`config.mk`:
```
export PLATFORM = sky130hd
export DESIGN_NAME = mdu_div_responder_flat
export DESIGN_NICKNAME = d
export VERILOG_FILES = /design/src/rtl/mdu_div_responder_if.sv /design/src/rtl/mdu_div_responder.sv /design/src/flat_wrapper.sv
export SDC_FILE = /design/constraint.sdc
export NUM_CORES = 1
export LEC_CHECK = 0
export ABC_AREA = 1
export CELL_PAD_IN_SITES_DETAIL_PLACEMENT = 0
export CELL_PAD_IN_SITES_GLOBAL_PLACEMENT = 1
export CORE_ASPECT_RATIO = 1.5
export CORE_MARGIN = 8
export CORE_UTILIZATION = 40
export CTS_CLUSTER_SIZE = 10
export DETAILED_ROUTE_END_ITERATION = 16
export PLACE_DENSITY = 0.8
export SETUP_SLACK_MARGIN = 0.4
export SLEW_MARGIN = 30
export SYNTH_ARGS = -nofsm -noshare
export SYNTH_HDL_FRONTEND = slang
export SYNTH_SLANG_ARGS = --single-unit
```
`constraint.sdc`:
```
create_clock -name clk -period 2.7 [get_ports clk]
set_input_delay 0.54 -clock clk [delete_from_list [all_inputs] [get_ports clk]]
set_output_delay 0.54 -clock clk [all_outputs]
set_load 0.05 [all_outputs]
```
`src/rtl/mdu_div_responder_if.sv`:
```
// mdu_div_responder_if -- request/response bundle between the EX-stage
// pipeline (master) and the iterative divider (slave).
//   start, signed_op, dividend, divisor, cancel : pipeline -> divider
//   busy, valid, quotient, remainder, result    : divider -> pipeline
interface mdu_div_responder_if #(parameter int WIDTH = 32);
  logic               start;
  logic               signed_op;
  logic [WIDTH-1:0]   dividend;
  logic [WIDTH-1:0]   divisor;
  logic               cancel;
  logic               busy;
  logic               valid;
  logic [WIDTH-1:0]   quotient;
  logic [WIDTH-1:0]   remainder;
  logic [2*WIDTH-1:0] result;

  modport master (
    output start, signed_op, dividend, divisor, cancel,
    input  busy, valid, quotient, remainder, result
  );

  modport slave (
    input  start, signed_op, dividend, divisor, cancel,
    output busy, valid, quotient, remainder, result
  );
endinterface

```
`src/rtl/mdu_div_responder.sv`:
```
// mdu_div_responder -- iterative radix-2 restoring divider answering DIV/DIVU.
// One quotient bit per cycle on operand magnitudes, then a sign fix-up cycle,
// then a one-cycle valid strobe carrying {HI=remainder, LO=quotient}.
// Ports:
//   clk  : clock, rising edge
//   rst  : asynchronous reset, active low
//   bus  : mdu_div_responder_if.slave
//          start/signed_op/dividend/divisor/cancel in,
//          busy/valid/quotient/remainder/result out
// Optional feature macro: DIV_EARLY_OUT_EN -- when defined, a divide by zero
// or |dividend| < |divisor| is answered straight from the start edge.
module mdu_div_responder #(
  parameter int WIDTH = 32
) (
  input  logic                  clk,
  input  logic                  rst,
  mdu_div_responder_if.slave    bus
);

  localparam int CW = (WIDTH > 1) ? $clog2(WIDTH) : 1;

  typedef enum logic [1:0] {S_IDLE, S_CALC, S_FIX, S_DONE} state_e;

  state_e           state_q, state_d;
  logic [CW-1:0]    cnt_q, cnt_d;
  logic [WIDTH-1:0] rem_q, rem_d;     // partial remainder
  logic [WIDTH-1:0] quo_q, quo_d;     // dividend magnitude shifting out, quotient shifting in
  logic [WIDTH-1:0] dvs_q, dvs_d;     // divisor magnitude
  logic [WIDTH-1:0] dvd_q, dvd_d;     // raw dividend, returned on divide by zero
  logic             negq_q, negq_d;
  logic             negr_q, negr_d;
  logic             dz_q, dz_d;
  logic [WIDTH-1:0] qout_q, qout_d;
  logic [WIDTH-1:0] rout_q, rout_d;

  logic             accept;
  logic             early;
  logic [WIDTH-1:0] a_mag, b_mag;
  logic [WIDTH:0]   rem_sh, diff;
  logic [WIDTH-1:0] fix_q, fix_r;

  // Start is only honoured when not busy; a concurrent cancel drops it.
  assign accept = ((state_q == S_IDLE) || (state_q == S_DONE)) && bus.start && !bus.cancel;

  // Unsigned magnitudes: |most-negative| stays exact as a WIDTH-bit value.
  assign a_mag = (bus.signed_op && bus.dividend[WIDTH-1]) ? -bus.dividend : bus.dividend;
  assign b_mag = (bus.signed_op && bus.divisor[WIDTH-1])  ? -bus.divisor  : bus.divisor;

`ifdef DIV_EARLY_OUT_EN
  assign early = (b_mag == '0) || (a_mag < b_mag);
`else
  assign early = 1'b0;
`endif

  // One restoring step: the extra top bit of diff is the borrow.
  assign rem_sh = {rem_q, quo_q[WIDTH-1]};
  assign diff   = rem_sh - {1'b0, dvs_q};

  // Divide by zero overrides the sign fix-up entirely.
  assign fix_q = dz_q ? '1    : (negq_q ? -quo_q : quo_q);
  assign fix_r = dz_q ? dvd_q : (negr_q ? -rem_q : rem_q);

  always_comb begin
    state_d = state_q;
    cnt_d   = cnt_q;
    rem_d   = rem_q;
    quo_d   = quo_q;
    dvs_d   = dvs_q;
    dvd_d   = dvd_q;
    negq_d  = negq_q;
    negr_d  = negr_q;
    dz_d    = dz_q;
    qout_d  = qout_q;
    rout_d  = rout_q;

    case (state_q)
      S_IDLE, S_DONE: begin
        state_d = S_IDLE;
        if (accept) begin
          cnt_d   = '0;
          rem_d   = '0;
          quo_d   = a_mag;
          dvs_d   = b_mag;
          dvd_d   = bus.dividend;
          negq_d  = bus.signed_op & (bus.dividend[WIDTH-1] ^ bus.divisor[WIDTH-1]);
          negr_d  = bus.signed_op & bus.dividend[WIDTH-1];
          dz_d    = (bus.divisor == '0);
          state_d = S_CALC;
          if (early) begin
            // Answer is known without iterating.
            qout_d  = (bus.divisor == '0) ? '1 : '0;
            rout_d  = bus.dividend;
            state_d = S_DONE;
          end
        end
      end
      S_CALC: begin
        if (!diff[WIDTH]) begin
          rem_d = diff[WIDTH-1:0];
          quo_d = {quo_q[WIDTH-2:0], 1'b1};
        end else begin
          rem_d = rem_sh[WIDTH-1:0];
          quo_d = {quo_q[WIDTH-2:0], 1'b0};
        end
        cnt_d = cnt_q + 1'b1;
        if (cnt_q == CW'(WIDTH-1)) state_d = S_FIX;
      end
      S_FIX: begin
        qout_d  = fix_q;
        rout_d  = fix_r;
        state_d = S_DONE;
      end
      default: state_d = S_IDLE;
    endcase

    // Flush wins over everything, including a pending result write.
    if (bus.cancel) begin
      state_d = S_IDLE;
      qout_d  = qout_q;
      rout_d  = rout_q;
    end
  end

  always_ff @(posedge clk or negedge rst) begin
    if (!rst) begin
      state_q <= S_IDLE;
      cnt_q   <= '0;
      rem_q   <= '0;
      quo_q   <= '0;
      dvs_q   <= '0;
      dvd_q   <= '0;
      negq_q  <= 1'b0;
      negr_q  <= 1'b0;
      dz_q    <= 1'b0;
      qout_q  <= '0;
      rout_q  <= '0;
    end else begin
      state_q <= state_d;
      cnt_q   <= cnt_d;
      rem_q   <= rem_d;
      quo_q   <= quo_d;
      dvs_q   <= dvs_d;
      dvd_q   <= dvd_d;
      negq_q  <= negq_d;
      negr_q  <= negr_d;
      dz_q    <= dz_d;
      qout_q  <= qout_d;
      rout_q  <= rout_d;
    end
  end

  assign bus.busy      = (state_q == S_CALC) || (state_q == S_FIX);
  assign bus.valid     = (state_q == S_DONE);
  assign bus.quotient  = qout_q;
  assign bus.remainder = rout_q;
  assign bus.result    = {rout_q, qout_q};

endmodule

```
`src/flat_wrapper.sv`:
```
// flat-port wrapper written by rule: the top's interface ports become plain ports
module mdu_div_responder_flat 
#(
  parameter int WIDTH = 32
)
  (clk, rst, bus_start, bus_signed_op, bus_dividend, bus_divisor, bus_cancel, bus_busy, bus_valid, bus_quotient, bus_remainder, bus_result);
  mdu_div_responder_if #(.WIDTH(WIDTH)) bus_i ();
  input  logic clk;
  input  logic rst;
  input wire logic [$bits(bus_i.start)-1:0] bus_start;
  input wire logic [$bits(bus_i.signed_op)-1:0] bus_signed_op;
  input wire logic [$bits(bus_i.dividend)-1:0] bus_dividend;
  input wire logic [$bits(bus_i.divisor)-1:0] bus_divisor;
  input wire logic [$bits(bus_i.cancel)-1:0] bus_cancel;
  output wire logic [$bits(bus_i.busy)-1:0] bus_busy;
  output wire logic [$bits(bus_i.valid)-1:0] bus_valid;
  output wire logic [$bits(bus_i.quotient)-1:0] bus_quotient;
  output wire logic [$bits(bus_i.remainder)-1:0] bus_remainder;
  output wire logic [$bits(bus_i.result)-1:0] bus_result;
  assign bus_i.start = bus_start;
  assign bus_i.signed_op = bus_signed_op;
  assign bus_i.dividend = bus_dividend;
  assign bus_i.divisor = bus_divisor;
  assign bus_i.cancel = bus_cancel;
  assign bus_busy = bus_i.busy;
  assign bus_valid = bus_i.valid;
  assign bus_quotient = bus_i.quotient;
  assign bus_remainder = bus_i.remainder;
  assign bus_result = bus_i.result;
  mdu_div_responder #(.WIDTH(WIDTH)) u_core (.clk(clk), .rst(rst), .bus(bus_i));
endmodule
```
Word level (Yosys, flattened, before mapping)
Cells that the tools add are included.

cells by class
  add/subtract/negate cells = 6
  multipliers = 0
  divide/modulo/power cells = 0
  order comparisons = 0
  equal/unequal tests = 6
  shifts and indexed selects = 0
  multiplexer cells = 18
  bitwise gates (word level) = 4
  reduce and logical (&&, ||, !) cells = 14

operator list
  kind                 number
  $mux 32              9
  $neg 32->32          4
  $pmux 32 s2          2
  $sub 33x32->33       1
  $logic_not 32->1     1
  $pmux 5 s2           1
  $pmux 2 s3           1
  $reduce_and 2->1     3
  $add 5x1->5 const B  1
  $eq 5x5->1 const B   1
  $mux 5               1
  $eq 2x2->1 const B   2
  $logic_and 1x1->1    4
  $mux 2               2
  $ne 3x2->1 const B   1
  $and 1x1->1          2
  $eq 2x1->1 const B   1
  $logic_not 2->1      1
  $logic_or 1x1->1     2
  $mux 1               2
  $ne 2x1->1 const B   1
  $reduce_bool 2->1    1
  $reduce_or 2->1      1
  $logic_not 1->1      1
  2 further kinds      2

storage, ports and cells
  bits in registers = 202
  bits in latches = 0
  memory bits (writable) = 0
  memory bits (read-only) = 0
  bits of input ports = 69
  output and inout port bits = 130
  memories = 0

Longest topological paths before layout
  depth after elaboration = 7
  mapped depth = 18
  gate-level depth less buffers = 17

Worst setup path after synthesis
Ideal clock, no wire load.

  path kind = reg-to-reg
  from = reg u_core.quo_q[31]
  to = reg u_core.rem_q[22]
  arrival = 2115 ps
  data required time = 2583 ps
  path slack = 468 ps
  stages on the path, launching flop included = 19
  buffers on the path = 1
  clock period less this slack = 2232 ps
  path through = dfrtp_1 -> inv_1 -> ha_1 -> fa_1 -> inv_1 -> nand2_1 -> nand2_1 -> nand3_2 -> nand2_2 -> nand2_2 -> nand2_2 -> nand2_4 -> nand2_4 -> nand2_4 -> nand2_8 -> buf_12 -> nand2_2 -> nand3_1 -> nand2_1

on the way
  cells in the longest elaborated chain, start to end = 3

ends and longest elaborated chain
  item                      RTL line                  source
  start: declaration        mdu_div_responder.sv:27   logic [WIDTH-1:0] quo_q, quo_d;
  start signal: assignment  mdu_div_responder.sv:141  quo_q <= quo_d;
  $sub 33x32->33            mdu_div_responder.sv:57   assign diff = rem_sh - {1'b0, dvs_q};
  $mux 32                   mdu_div_responder.sv:98   if (!diff[WIDTH]) begin
  $pmux 32 s2               mdu_div_responder.sv:76   case (state_q)
  end signal: assignment    mdu_div_responder.sv:140  rem_q <= rem_d;
  end: declaration          mdu_div_responder.sv:26   logic [WIDTH-1:0] rem_q, rem_d;

No other way between the ends.
A chain may end at the register's enable or synchronous reset.

Final worst setup path
  from = reg u_core.quo_q[31]
  to = reg u_core.rem_q[28]

The elaborated chain is that of the path after synthesis.

==> results.txt <==
- Worst-case setup slack after placement: -76.1 ps
* Shortest clock period the worst path allows after layout: 2380 ps
- Initial standard-cell utilization of the core: 0.405
- The clock passes through at most 3 buffers.
* Relative slew slack: 0.409
- Part of the cycle the worst path needs: 0.880
- The initial antenna violation count was 0.
* Commonest register cell after synthesis: dfrtp_1
- Number of ports placed on the die boundary: 199
- Startpoint kind of the worst setup timing path: register
* DR vias: 15.7k
- The critical path is of the reg -> reg type.
- Summed over all layers, the global routing overflow is 0.
- Pwr per Cell Area: 1020 nW/um^2
- The worst register-to-register path begins at u_core.quo_q[31]$_DFFE_PN0P_.
- Final Net Count: 2614
* Peak ir drop on the vdd network: 0.888 mV
* Layout area overhead: 30.3%
- The first global-routing pass estimated 92.8 mm of wire.
* Cells after synthesis: 2284
* CP max stage delay: 390 ps
- Of the post-synthesis cell area, the dominant cell type holds 0.333.
- Crit path arrival time: 2800 ps
- Inserted Diodes: 0
- At the pin with the least slew margin, the transition time is 877 ps.
- Power comes to 20.2 mW.
- The clock reaches the later pin of the worst-skew pair after 560 ps.
* Die Footprint: 44500 sq um
- The worst hold path begins at u_core.dvd_q[15]$_DFFE_PN0P_.
- Top cell family by delay on the critical path: simple AND/OR/NAND/NOR gates
- In this run the vertical extent of the chip is 254 um.
- Count of input and output buffers: 198
- Once detail routing completed, the nets flagged for antenna violations numbered 0.
* Largest net degree at the start of global routing: 62
* TritonCTS clock tree: built
- Max-slew violations: 0
- Clock tree synthesis selected as its root buffer the cell clkbuf_16.
* CP cell instances: inv_2, ha_4, fa_2, inv_2, nand2_2, nand2_2, nand3_2, nand2_2, nand2_2, nand2_2, nand2_4, nand3_4, buf_6, buf_12, nand3_2, nand3_1, nand2_1
* Number of iterations in the first detailed-routing pass: 5
- Sequential share of the synthesized area: 0.333
- For this block, the routed nets add up to 61.6 mm of wire.
- Number of nets in the synthesized netlist: 2395
* Utilization of the core after routing: 0.528
- Crit path top cell by count: nand2_2
- For this run, the total global-route usage over all layers was measured as 0.269.
- Number of buffers added by the clock tree synthesis step: 25
- The number of buffers and inverters on the critical path is 4.
- Routability-driven placement finished with a final weighted congestion of 1.04.
- Vias in the first global route: 16.2k
* Core outline area: 37400 sq um
* Clock tree skew after final layout: 31.0 ps
* Count of yosys warnings during synthesis: 0
* Commonest non-fill, non-tap cells in the layout: nand2_1 (647), inv_1 (282), nor2_1 (196), dfrtp_1 (195), nand3_1 (162)
* Endpoint kind of the worst setup timing path: register
- Async set-reset flop share out of synthesis: 1.00
- Counting every sink on the clock net gives 202.
* Number of placement rows: 87
* Required time at the endpoint of the critical path: 3120 ps
- In the final layout, the share of cells above drive strength 1 is 0.151.
- Tightest Hold Check Type: reg -> reg
* Worst setup slack after layout: 324 ps
- Setup repair after global routing could not meet its margin everywhere.
- For this block, the initial DRC count from the detailed router was 941.
- Result of the run: finished, final reports clean
- After detailed routing, the average wire length per cell comes to 20.5 um.
* Total standard cell area after synthesis: 15200 sq um
- H-tree depth reported by CTS: 1
- Summed over all instances, the cell type with the most area after synthesis is dfrtp_1.
- Static leakage: 10.3 nW
- The synthesized design contains 202 register bits.
- Setup violations remaining at the end of the flow were counted as 0.
* Final Hold Fails: 0
* # Max-Cap Violations: 0
- Maximum fanout count along the critical path: 6
* Most common cell after layout, fill and taps aside: nand2_1
* Post-synth EDFFs: 0
- Worst setup path startpoint: u_core.quo_q[31]$_DFFE_PN0P_
- Distinct cell type count of the synthesized netlist: 51
- Placed wire-length estimate after detailed placement: 48.5 mm
- Achievable clock frequency: 421 MHz
* Number of vias per cell: 5.22
* Slowest stage cell on the critical path: dfrtp_1
* Clock slew seen by the registers of the worst setup and hold paths: 50 ps
* Leading post-synthesis cells by cell area: dfrtp_1 (33%), nand2_1 (17%), inv_1 (7.6%)
- Hold timing on the final database bottoms out at a slack of 477 ps.
- Post-synthesis area per instance: 6.64 sq um
* Die Width: 175 um
* DRC Markers: 0
==> metal layers <==
metal,routed length (um),global-route usage,share of wire
met5,0,0,0
met4,4830,0.182,0.078
met2,32700,0.519,0.53
met1,21800,0.265,0.35
met3,2290,0.0329,0.037
==> worst paths after layout <==
path / endpoint / slack, ps / depth (start not counted)
max reg2reg: u_core.rem_q[28]$_DFFE_PN0P_ / 320 / 17
min reg2reg: u_core.dvd_q[15]$_DFFE_PN0P_ / 480 / 2
min: u_core.dvd_q[15]$_DFFE_PN0P_ / 480 / 2
min in group asynchronous: u_core.bus.quotient[16]$_DFFE_PN0P_ / 530 / 2
max in group asynchronous: u_core.dvs_q[26]$_DFFE_PN0P_ / 1290 / 3
max: u_core.rem_q[28]$_DFFE_PN0P_ / 320 / 17
==> synthesized netlist by cell type (3+ instances only) <==
cell type / number
nand4_1: 25
buf_1: 9
a21oi_1: 66
nand3b_1: 19
a31oi_1: 12
o211ai_1: 9
nor3_1: 24
nand3_2: 5
nand3_1: 209
o21ai_0: 137
or2_2: 7
nor4_1: 4
o221ai_1: 16
nor2_2: 5
ha_1: 41
inv_2: 12
buf_2: 9
nor2_4: 3
nand2_4: 6
o32ai_1: 3
xnor2_1: 9
nor2_1: 203
nor3_2: 3
o31ai_1: 5
buf_4: 66
o21bai_1: 13
nand2_2: 19
dfrtp_1: 202
inv_1: 305
clkbuf_1: 46
o22ai_1: 25
xor2_1: 55
nand2_1: 687
==> kinds of logic after synthesis <==
kind of cell,share of synthesized area
simple gates,0.349
buf+inv,0.131
compound gates,0.115
flops,0.333
xor+xnor,0.0370
fa+ha+maj,0.0352
==> what timing repair did <==
action,in CTS,in global routing
pin swaps,39,42
hold endpoints to repair,17,0
hold buffers,1,0
setup endpoints to repair,137,84
resized for setup,210,131
cloned,7,1
buffers inserted,23,10
==> tightest hold or removal path, cell delays in order, from the launching register on <==
cell	delay, ps
dfrtp_1	340
nand2_1	50
nand2_1	50
==> area by class of cell <==
class	instances	area, sq um
Multi-Input combinational cell	1636	9030
Clock buffer	32	682
Timing Repair inverter	1	7.51
Clock inverter	3	32.5
Tap cell	489	612
Sequential cell	202	5060
Timing Repair Buffer	320	3120
Fill cell	3809	17700
Inverter	317	1200
==> registers in the layout, summed over array words and instances, names as in the netlist <==
register and count:
u_core.state_q 2, u_core.bus.quotient 32, u_core.negq_q 1, u_core.dvs_q 32
u_core.quo_q 32, u_core.cnt_q 5, u_core.dz_q 1, u_core.dvd_q 32
u_core.rem_q 32, u_core.bus.remainder 32, u_core.negr_q 1
==> where the power goes <==
group	leakage [nW]	switching (mW)	internal [mW]	total (mW)
combinational	7.39	8.42	3.57	12.0
sequential	2.55	0.976	4.18	5.16
clock	0.348	1.33	1.75	3.08
==> metrics by stage <==
step,instances,instance area (sq um),setup TNS [ps]
floorplan,2284,15200,0
global placement,2923,17700,-104
detailed placement,2923,17700,-214
CTS,2989,19200,0
global route,3000,19800,0
finish,3000,19800,0
Power figures use the tool's default switching activity.
